--- src/rtl/mc_ctrl.sv ---
`default_nettype none
// ============================================================================
// Module   : mc_ctrl
// Purpose  : Multi-cycle controller for the MIPS-subset datapath, with a
//            retired-instruction counter. Optional macro ILLEGAL_TRAP_EN
//            halts on unknown instructions instead of retiring them as NOPs.
// Revision : 1.0 - initial release
// ============================================================================
module mc_ctrl #(
    parameter int         CNT_W       = 32,
    parameter logic [3:0] RESET_STATE = 4'd0
) (
    input  logic             clk,
    input  logic             rst_n,
    input  logic [5:0]       op,
    input  logic [5:0]       funct,
    input  logic             zero,
    output logic             pc_wr,
    output logic             ir_wr,
    output logic             reg_wr,
    output logic             mem_wr,
    output logic [1:0]       extop,
    output logic             alu_src,
    output logic [1:0]       aluop,
    output logic [1:0]       reg_dst,
    output logic [1:0]       wd_sel,
    output logic [1:0]       npc_sel,
    output logic [3:0]       state,
    output logic [CNT_W-1:0] retired,
    output logic             illegal
);

    localparam logic [3:0] c_S_FETCH  = 4'd0;
    localparam logic [3:0] c_S_DECODE = 4'd1;
    localparam logic [3:0] c_S_MA     = 4'd2;
    localparam logic [3:0] c_S_MR     = 4'd3;
    localparam logic [3:0] c_S_MW     = 4'd4;
    localparam logic [3:0] c_S_WBM    = 4'd5;
    localparam logic [3:0] c_S_EXE    = 4'd6;
    localparam logic [3:0] c_S_WBA    = 4'd7;
    localparam logic [3:0] c_S_BR     = 4'd8;
    localparam logic [3:0] c_S_JMP    = 4'd9;
    localparam logic [3:0] c_S_HALT   = 4'd10;

    localparam logic [5:0] c_OP_RTYPE = 6'b000000;
    localparam logic [5:0] c_OP_ORI   = 6'b001101;
    localparam logic [5:0] c_OP_LW    = 6'b100011;
    localparam logic [5:0] c_OP_SW    = 6'b101011;
    localparam logic [5:0] c_OP_BEQ   = 6'b000100;
    localparam logic [5:0] c_OP_LUI   = 6'b001111;
    localparam logic [5:0] c_OP_J     = 6'b000010;
    localparam logic [5:0] c_OP_JAL   = 6'b000011;
    localparam logic [5:0] c_FN_ADDU  = 6'b100001;
    localparam logic [5:0] c_FN_SUBU  = 6'b100011;
    localparam logic [5:0] c_FN_JR    = 6'b001000;

    logic [3:0] r_state;
    logic [3:0] w_next;
    logic       w_retire;
    logic       w_pc_wr, w_ir_wr, w_reg_wr, w_mem_wr;

    logic w_rtype, w_addu, w_subu, w_jr, w_ori, w_lw, w_sw, w_beq, w_lui, w_j, w_jal;
    logic w_is_mem, w_is_alu, w_is_jmp, w_unknown;

    assign w_rtype   = (op == c_OP_RTYPE);
    assign w_addu    = w_rtype && (funct == c_FN_ADDU);
    assign w_subu    = w_rtype && (funct == c_FN_SUBU);
    assign w_jr      = w_rtype && (funct == c_FN_JR);
    assign w_ori     = (op == c_OP_ORI);
    assign w_lw      = (op == c_OP_LW);
    assign w_sw      = (op == c_OP_SW);
    assign w_beq     = (op == c_OP_BEQ);
    assign w_lui     = (op == c_OP_LUI);
    assign w_j       = (op == c_OP_J);
    assign w_jal     = (op == c_OP_JAL);
    assign w_is_mem  = w_lw | w_sw;
    assign w_is_alu  = w_addu | w_subu | w_ori | w_lui;
    assign w_is_jmp  = w_j | w_jal | w_jr;
    assign w_unknown = ~(w_is_mem | w_is_alu | w_beq | w_is_jmp);

    always_ff @(posedge clk or negedge rst_n) begin
        if (!rst_n) begin
            r_state <= RESET_STATE;
        end else begin
            r_state <= w_next;
        end
    end

    always_comb begin
        w_next   = c_S_FETCH;
        w_retire = 1'b0;
        w_pc_wr  = 1'b0;
        w_ir_wr  = 1'b0;
        w_reg_wr = 1'b0;
        w_mem_wr = 1'b0;
        extop    = 2'b00;
        alu_src  = 1'b0;
        aluop    = 2'b00;
        reg_dst  = 2'b00;
        wd_sel   = 2'b00;
        npc_sel  = 2'b00;
        case (r_state)
            c_S_FETCH: begin
                w_ir_wr = 1'b1;
                w_pc_wr = 1'b1;
                w_next  = c_S_DECODE;
            end
            c_S_DECODE: begin
                if (w_is_mem) begin
                    w_next = c_S_MA;
                end else if (w_is_alu) begin
                    w_next = c_S_EXE;
                end else if (w_beq) begin
                    w_next = c_S_BR;
                end else if (w_is_jmp) begin
                    w_next = c_S_JMP;
                end else begin
`ifdef ILLEGAL_TRAP_EN
                    w_next = c_S_HALT;
`else
                    w_next   = c_S_FETCH;
                    w_retire = 1'b1;
`endif
                end
            end
            c_S_MA: begin
                alu_src = 1'b1;
                extop   = 2'b01;
                w_next  = w_lw ? c_S_MR : c_S_MW;
            end
            c_S_MR: begin
                w_next = c_S_WBM;
            end
            c_S_WBM: begin
                w_reg_wr = 1'b1;
                wd_sel   = 2'b01;
                w_retire = 1'b1;
            end
            c_S_MW: begin
                w_mem_wr = 1'b1;
                w_retire = 1'b1;
            end
            c_S_EXE: begin
                w_next = c_S_WBA;
                if (w_subu) begin
                    aluop = 2'b01;
                end else if (w_ori) begin
                    aluop   = 2'b10;
                    alu_src = 1'b1;
                end else if (w_lui) begin
                    // lui is an OR of the shifted immediate with $0
                    aluop   = 2'b10;
                    alu_src = 1'b1;
                    extop   = 2'b10;
                end
            end
            c_S_WBA: begin
                w_reg_wr = 1'b1;
                reg_dst  = w_rtype ? 2'b01 : 2'b00;
                w_retire = 1'b1;
            end
            c_S_BR: begin
                aluop    = 2'b01;
                extop    = 2'b01;
                w_pc_wr  = zero;
                npc_sel  = 2'b01;
                w_retire = 1'b1;
            end
            c_S_JMP: begin
                w_pc_wr  = 1'b1;
                npc_sel  = w_jr ? 2'b11 : 2'b10;
                w_retire = 1'b1;
                if (w_jal) begin
                    w_reg_wr = 1'b1;
                    reg_dst  = 2'b10;
                    wd_sel   = 2'b10;
                end
            end
`ifdef ILLEGAL_TRAP_EN
            c_S_HALT: begin
                w_next = c_S_HALT;
            end
`endif
            default: begin
                w_next = c_S_FETCH;
            end
        endcase
    end

    // Reset must suppress writes even though the reset state is fetch
    assign pc_wr  = w_pc_wr  & rst_n;
    assign ir_wr  = w_ir_wr  & rst_n;
    assign reg_wr = w_reg_wr & rst_n;
    assign mem_wr = w_mem_wr & rst_n;
    assign state  = r_state;

    logic [CNT_W-1:0] r_retired;

    always_ff @(posedge clk or negedge rst_n) begin
        if (!rst_n) begin
            r_retired <= '0;
        end else if (w_retire) begin
            r_retired <= r_retired + 1'b1;
        end
    end

    assign retired = r_retired;

`ifdef ILLEGAL_TRAP_EN
    logic r_illegal;

    always_ff @(posedge clk or negedge rst_n) begin
        if (!rst_n) begin
            r_illegal <= 1'b0;
        end else if (r_state == c_S_DECODE && w_unknown) begin
            r_illegal <= 1'b1;
        end
    end

    assign illegal = r_illegal;
`else
    assign illegal = 1'b0;
`endif

endmodule
`default_nettype wire

--- config.mk ---
export PLATFORM = sky130hd
export DESIGN_NAME = mc_ctrl
export DESIGN_NICKNAME = d
export VERILOG_FILES = /design/src/rtl/mc_ctrl.sv
export SDC_FILE = /design/constraint.sdc
export NUM_CORES = 1
export LEC_CHECK = 0
export CAP_MARGIN = 20
export CELL_PAD_IN_SITES_DETAIL_PLACEMENT = 2
export CELL_PAD_IN_SITES_GLOBAL_PLACEMENT = 2
export CORE_ASPECT_RATIO = 1.4
export CORE_MARGIN = 2
export CORE_UTILIZATION = 27
export DETAILED_ROUTE_END_ITERATION = 8
export PLACE_DENSITY_LB_ADDON = 0.1
export SLEW_MARGIN = 20
export SYNTH_ARGS = -nofsm -noshare
export SYNTH_HDL_FRONTEND = slang
export SYNTH_SLANG_ARGS = --single-unit
export TNS_END_PERCENT = 10
--- constraint.sdc ---
create_clock -name clk -period 2.35 [get_ports clk]
set_clock_uncertainty 0.2 [all_clocks]
set_input_delay 0.47 -clock clk [delete_from_list [all_inputs] [get_ports clk]]
set_output_delay 0.47 -clock clk [all_outputs]
set_load 0.02 [all_outputs]
Yosys cells after proc, flatten, opt, wreduce, memory -nomap -nowiden
Index checks and enable logic that the tools add are counted.
{"block": "word_totals", "regBits": 36, "latchBits": 0, "ramBits": 0, "mem_bits_ro": 0, "inputBits": 15, "out_inout_bits": 52, "elab_cells": 74, "n_memories": 0}
{"block": "classes", "n_addsub": 1, "multipliers": 0, "n_div": 0, "n_lt_le_gt_ge": 0, "n_eq_ne": 19, "shift": 0, "n_mux": 33, "bitwise": 10, "n_reduce_logical": 9}
{"operator": "32-bit by 1-bit adder with 32-bit output, second input constant", "n": 1}
{"operator": "6-bit equality test, second input constant", "n": 4}
{"operator": "2-bit case mux with 2 select lines", "n": 5}
{"operator": "4-bit case mux with 5 select lines", "n": 1}
{"operator": "6-bit by 4-bit equality test with 1-bit output, second input constant", "n": 3}
{"operator": "4-bit by 3-bit equality test with 1-bit output, second input constant", "n": 4}
{"operator": "4-bit 2-to-1 mux", "n": 4}
{"operator": "6-bit by 2-bit equality test with 1-bit output, second input constant", "n": 2}
{"operator": "1-bit 2-to-1 mux", "n": 12}
{"operator": "2-bit 2-to-1 mux", "n": 6}
{"operator": "4-bit by 2-bit equality test with 1-bit output, second input constant", "n": 2}
{"operator": "4-bit equality test, second input constant", "n": 2}
{"operator": "1-bit case mux with 2 select lines", "n": 4}
{"operator": "6-bit by 3-bit equality test with 1-bit output, second input constant", "n": 1}
{"operator": "6-bit zero test", "n": 1}
{"operator": "1-bit bitwise OR", "n": 6}
{"operator": "2-bit OR reduction", "n": 3}
{"operator": "5-bit OR reduction", "n": 1}
{"operator": "1-bit bitwise AND", "n": 4}
{"operator": "4-bit by 1-bit equality test with 1-bit output, second input constant", "n": 1}
{"operator": "4-bit zero test", "n": 1}
{"operator": "1-bit logical AND", "n": 3}
{"operator": "3-bit 2-to-1 mux", "n": 1}

Logic depth before layout (Yosys ltp)
Gate-level depths: netlist (run 1).
{"block": "depth", "ltp_word": 8, "mapped_depth": 8, "ltp_nobuf": 6}

Least setup slack after synthesis (run 1)
No wires, ideal clock.
{"block": "synth_path", "path_type": "in2out", "start": "input op[4]", "end": "output alu_src", "arrival_ps": 2116, "required_ps": 1680, "slack_ps": -436, "path_stages": 3, "path_buffers": 0, "path_cell_list": "nand2b_1 -> or2_2 -> a2111oi_0"}
{"block": "synth_between", "elab_chain_len": 5, "word_cells_on_any_way": 8, "cone_classes": "eq/ne: 2; mux: 4; reduce/logical: 2"}
{"item": "from (decl)", "line_no": "15", "rtl": "input logic [5:0] op,"}
{"item": "6-bit by 4-bit equality test with 1-bit output", "line_no": "73", "rtl": "assign w_lui = (op == c_OP_LUI);"}
{"item": "1-bit 2-to-1 mux", "line_no": "150", "rtl": "end else if (w_lui) begin"}
{"item": "1-bit 2-to-1 mux", "line_no": "147", "rtl": "end else if (w_ori) begin"}
{"item": "1-bit 2-to-1 mux (*)", "line_no": "145", "rtl": "if (w_subu) begin"}
{"item": "1-bit case mux with 2 select lines (*)", "line_no": "102", "rtl": "case (r_state)"}
{"item": "to (decl)", "line_no": "23", "rtl": "output logic alu_src,"}
Mark *: on every way between the ends. The rest lies on a longest branch, timed or not.

Worst setup path in the final report (run 1)
{"block": "layout_path", "start": "input op[4]", "end": "output aluop[0]"}
{"block": "layout_between", "elab_chain_len": 4, "word_cells_on_any_way": 6, "cone_classes": "eq/ne: 1; mux: 3; reduce/logical: 2"}
{"item": "6-bit by 4-bit equality test with 1-bit output / 6-bit zero test (equally long branches)", "line_no": "69, 65"}
{"item": "2-bit 2-to-1 mux / 1-bit logical AND (equally long branches)", "line_no": "147, 67"}
{"item": "2-bit 2-to-1 mux (*)", "line_no": "145"}
{"item": "2-bit case mux with 2 select lines (*)", "line_no": "102"}
{"item": "to (decl)", "line_no": "24", "rtl": "output logic [1:0] aluop,"}
Marked as above.

==> flow_summary_export.csv, run 1 <==
group,metric,value,unit
status,run_status,"finished with violations",
status,failed_checks,"setup timing",
cells_and_area,multi_input_area,1240,um^2
synthesis,synth_area,2100,um^2
power_and_ir_drop,max-vdd-ir-drop,0.359,mV
power_and_ir_drop,fin_total_pwr,2480,uW
route,route.detailed.drc,0,
synthesis,syn_area_per_cell,9.17,um^2
synthesis,ys_ff_latch,36,
clock_tree,clock-root-buffer,"clkbuf_8",
placement,dpl_worst_slack,-0.956,ns
route,vias_per_cell,4.94,
placement,place.gp.congestion,0.799,
power_and_ir_drop,p_per_area,726,nW/um^2
cells_and_area,seqCellArea,901,um^2
worst_setup_path,worstSetupStartpoint,"op[4]",
worst_setup_path,cp-start-kind,"input port",
worst_hold_path,min_path_type,"input port to async pin",
die,core-area,7650,um^2
cells_and_area,final_cell_mix,"buf_4, clkdlybuf4s50_1, dfrtp_1",
worst_setup_path,r2r_slack,0.08,ns
cells_and_area,design_area,3420,um^2
worst_setup_path,r2r-start,"state[3]",
flow_run,cap_violations,0,
die,dieArea,8510,um^2
sta,setup_viol,2,
synthesis,synthCells,229,
sta,slew_viol_final,0,
worst_setup_path,reg2reg_to,"retired[25]",
placement,hpwl,5810,um
sta,hold_viol,0,
route,finalWirelength,7730,um
placement,port_buffers,65,
sta,clock.fmax,414,MHz
clock_tree,clkLatencyLatePin,0.30,ns
global_routing,grt_pass1_vias,2347,
clock_tree,cts_buffers,5,
global_routing,grt_pass1_wl,12100,um
sta,grt_setup_unrepaired,"true",
global_routing,track_usage,18.7,%
die,rows,38,
global_routing,antenna_found_initial,0,
global_routing,overflow,0,
clock_tree,cts.htree.levels,2,
worst_setup_path,cp.required,1.68,ns
route,wire_per_inst,17.7,um
global_routing,grt_max_degree,34,
synthesis,synth_nets,245,
worst_setup_path,crit_type,"input port to output port",
cells_and_area,antenna_cells,0,
synthesis,ys_types,45,
worst_setup_path,worstSetupEndpointType,"output port",
synthesis,synth_top_cell_area_share,42.9,%
cells_and_area,final_nets,352,
route,ant_nets,0,
route,vias,2157,
placement,place_inst,421,
worst_setup_path,crit_arrival,1.74,ns
die,dieWidth,78.6,um
cells_and_area,finalNonFillerCells,437,
placement,place_area,3100,um^2
synthesis,yosys_warnings,0,
sta,period_share,103,%
sta,worst_slack,-0.0629,ns
clock_tree,clock_path_buffers,2,
cells_and_area,final_util,44.6,%
clock_tree,cts_sinks,36,
die,die_y,108,um
cells_and_area,final_common_cell,"buf_4",
cells_and_area,fillers,867,
clock_tree,cts_tree,"built",
cells_and_area,drive_gt1_share,31.2,%
synthesis,synth_top_area_cell,"dfrtp_1",
worst_setup_path,r2r_cells,8,
die,ioPinCount,67,
synthesis,ys_top_cells_by_area,"dfrtp_1, xor2_1, nor3_1, nor4_1, nand2_1",
route,dr.pass1.iters,3,
clock_tree,clkTransAtPathRegs,0.08,ns
cells_and_area,areaGrowthSynthToFinish,62.7,%
synthesis,synth-seq-area-share,42.9,%
die,start_util,27.4,%
power_and_ir_drop,p_leak,0.00159,uW
sta,fin_crit,2.41,ns
worst_setup_path,worstPathMaxFanout,3,
route,drtIter0Drc,50,
==> area by class of cell <==
class,instances,area share [%]
flip-flops and latches,36,26.4
repair buffers,113,30.0
multi-input cells,176,36.4
inverters,4,0.439
clock buffers,6,2.12
clock inverters,2,1.03
well taps,100,3.66
==> worst max path at each step <==
stage / to / slack, ns / cells after the start
final: aluop[0] / -0.06 / 6
after global routing: aluop[0] / -0.1 / 6
after CTS: npc_sel[0] / -0.22 / 6
after detailed placement: reg_wr / -0.96 / 8
after global placement: aluop[0] / -0.93 / 6
after floorplan: reg_wr / -0.11 / 6
==> repair_timing <==
action	CTS	global route
pin swaps	9	8
setup endpoints to repair	47	38
gates cloned	0	1
setup buffers	3	4
hold buffers	1	0
gates resized for setup	99	34
endpoints found under the hold margin	3	0
==> state kept, by name, indices dropped and copies added (netlist names) <==
register	flops
state	4
retired	32
==> per-stage QoR <==
stage	hold slack, ns	TNS (ns)
after floorplan	-0.0256	-0.325
after global placement	0.231	-29.50
after detailed placement	0.234	-31.70
after CTS	0.174	-5.13
after global routing	0.194	-0.323
final	0.153	-0.0716
==> critical path, cell delays in order <==
cell	delay, ns
buf_8	0.10
or4_4	0.54
nor3_4	0.20
nand4_1	0.13
a21oi_2	0.15
buf_4	0.15
==> per-layer routing <==
metal  share of wire [%]  vias to the layer above  wire length, um  GRT usage (%)
met4                 1.7                        0              133           7.02
met3                 2.7                        8              210           3.09
li1                    -                     1025                -              -
met5                   0                        -                0              0
met2                  59                       45             4600           36.6
met1                  36                     1079             2790           19.4
==> synth_stat cells, drive strengths merged <==
cell type	count
and4	2
nand3	15
conb	1
xnor2	4
or3b	1
and3	5
or4b	1
nor4b	3
buf	8
a31oi	1
or4	3
o31ai	2
ha	1
a21oi	7
a2111oi	1
nor3	21
or2b	1
clkbuf	5
a21boi	1
o221ai	1
nand2	21
dfrtp	36
and4b	1
nor2	20
inv	4
nand3b	3
mux2	1
xor2	27
and2	1
nor4	13
nand2b	3
o211ai	1
nand4	4
or3	1
o22ai	1
or2	1
nor2b	2
o21ai	4
a211oi	1
==> cells by family (layout without fill, tap and decap cells) <==
logic type | Yosys count | count (layout) | share of synthesized area [%]
multiplexers | 1 | 1 | 0.536
flip-flops | 36 | 36 | 42.9
buffers and inverters | 17 | 125 | 4.53
adder cells (fa/ha/maj) | 1 | 1 | 0.595
AO/OA/AOI/OAI | 20 | 20 | 6.85
XOR/XNOR | 31 | 31 | 12.9
AND/OR/NAND/NOR | 122 | 122 | 31.5
other | 1 | 1 | 0.179
==> report_power, final <==
| part | switching (uW) | internal, uW | leakage (uW) |
|---|---|---|---|
| sequential | 85.4 | 687 | 0.000484 |
| combinational | 587 | 570 | 0.00105 |
| clock | 236 | 315 | 0.0000552 |
(Power assumes the default switching activity.)
==> run 2, diff against run 1 <==
==> constraint.sdc (replaced) <==
create_clock -name clk -period 2.35 [get_ports clk]
set_clock_uncertainty 0.2 [all_clocks]
set_input_delay 0.235 -clock clk [delete_from_list [all_inputs] [get_ports clk]]
set_output_delay 0.235 -clock clk [all_outputs]
set_load 0.02 [all_outputs]
==> run 2 against run 1 <==
Net effect:
- the flow now finishes without violations
- clock power is 12% lower
- non-clock buffer count is 4 lower
- global-route usage is 0.11 points higher
- first-iteration DRC count is 14% higher
- sequential power hardly changed
- via count is 0.79% higher
- fmax is 3.6% higher
- sequential share of layout area is 0.22 points higher
- core utilization is 0.38 points lower
- total power is 4.3% lower
- largest power group unchanged
- highest routed layer unchanged
==> flow_summary_export.csv, run 2 (same netlist as run 1, synthesis figures left out) <==
group,metric,value,unit
status,run_status,"finished, final reports clean",
global_routing,antenna_found_initial,0,
placement,place.gp.congestion,0.772,
die,rows,38,
clock_tree,clkTransAtPathRegs,0.07,ns
worst_setup_path,worstSetupEndpointType,"register",
global_routing,overflow,0,
route,vias_per_cell,5.03,
worst_hold_path,min_path_type,"input port to async pin",
global_routing,grt_max_degree,22,
placement,place_inst,417,
cells_and_area,seqCellArea,901,um^2
sta,hold_viol,0,
placement,port_buffers,65,
clock_tree,cts_tree,"built",
power_and_ir_drop,p_leak,0.00161,uW
sta,setup_viol,0,
cells_and_area,antenna_cells,0,
die,dieArea,8510,um^2
power_and_ir_drop,p_per_area,700,nW/um^2
sta,slew_viol_final,0,
die,dieWidth,78.6,um
sta,holdWs,0.136,ns
die,core-area,7650,um^2
worst_setup_path,crit_type,"input port to register",
cells_and_area,multi_input_area,1200,um^2
sta,tns,0,ns
global_routing,track_usage,18.8,%
sta,clock.fmax,429,MHz
sta,max-slew-margin-rel,66.2,%
cells_and_area,final_common_cell,"clkdlybuf4s50_1",
route,vias,2174,
global_routing,grt_pass1_vias,2433,
placement,place_area,3080,um^2
worst_setup_path,worstSetupStartpoint,"funct[5]",
route,ant_nets,0,
power_and_ir_drop,max-vdd-ir-drop,0.303,mV
clock_tree,clock_path_buffers,2,
die,die_y,108,um
sta,period_share,99.1,%
flow_run,cap_violations,0,
die,ioPinCount,67,
clock_tree,clock-root-buffer,"clkbuf_8",
clock_tree,clkLatencyLatePin,0.29,ns
route,dr.pass1.iters,4,
worst_setup_path,cp-start-kind,"input port",
cells_and_area,fillers,857,
worst_setup_path,cp.required,2.31,ns
cells_and_area,areaGrowthSynthToFinish,61.3,%
worst_setup_path,crit_arrival,2.29,ns
die,start_util,27.4,%
cells_and_area,final_nets,348,
route,finalWirelength,7640,um
route,route.detailed.drc,0,
worst_setup_path,worstPathMaxFanout,6,
sta,worst_slew_pin_slew,0.503,ns
route,drtIter0Drc,57,
sta,grt_setup_unrepaired,"true",
cells_and_area,largest_reg_flops,32,
cells_and_area,finalNonFillerCells,432,
cells_and_area,design_area,3390,um^2
clock_tree,cts.htree.levels,2,
clock_tree,cts_sinks,36,
worst_setup_path,r2r-start,"state[3]",
clock_tree,cts_buffers,5,
sta,fin_crit,2.33,ns
placement,hpwl,5830,um
route,wire_per_inst,17.7,um
cells_and_area,drive_gt1_share,24.7,%
global_routing,grt_pass1_wl,12200,um
cells_and_area,final_cell_mix,"clkdlybuf4s50_1, buf_4, dfrtp_1",
-- run 2: metal layers --
metal | vias up | wire length (um) | GRT usage (%)
met5 | - | 0 | 0
met1 | 1097 | 2830 | 19.4
li1 | 1018 | - | -
met4 | 0 | 157 | 7.14
met2 | 48 | 4460 | 37.7
met3 | 11 | 186 | 2.17
-- run 2: worst max-delay path, cell delays in order --
cell and delay (ns):
clkdlybuf4s50_1 0.42, or4b_4 0.58, o221ai_4 0.19, a21boi_2 0.10, a31oi_4 0.26, buf_6 0.15
buf_8 0.12, nor4_1 0.06, xor2_1 0.15
-- run 2: metrics by stage --
step	setup WS [ns]	util [%]	total power, uW
global route	-0.0511	44.3	2490
global placement	-0.489	40.2	1670
CTS	-0.0412	42.5	2310
floorplan	-0.0468	-	1280
detailed placement	-0.539	40.2	1680
finish	0.0211	44.3	2370
-- run 2: timing repair --
item	in CTS	in global routing
hold buffers	1	0
setup endpoints to repair	42	40
cloned	1	2
resized for setup	46	30
hold endpoints to repair	36	0
pin swaps	3	6
buffers inserted	3	3
-- run 2: area by class of cell --
cell class / instances / share of cell area [%]
Timing Repair Buffer: 109 / 30.9
Inverter: 4 / 0.443
Sequential cell: 36 / 26.6
Multi-Input combinational cell: 176 / 35.5
Tap cell: 100 / 3.69
Clock buffer: 7 / 2.84
-- run 2: final timing paths --
| kind | endpoint | slack [ns] | cells past startpoint |
|---|---|---|---|
| max | retired[27] | 0.02 | 9 |
| min | state[1] | 0.14 | 2 |
| max reg2reg | retired[29] | 0.08 | 8 |
| min reg2reg | retired[31] | 0.27 | 1 |
| max in group asynchronous | retired[16] | 1.26 | 3 |
| min in group clk | state[3] | 0.19 | 4 |
-- run 2: power by group --
part,internal (uW),switching (uW)
combinational,536,577
clock,261,224
sequential,687,87.0
total,1480,888
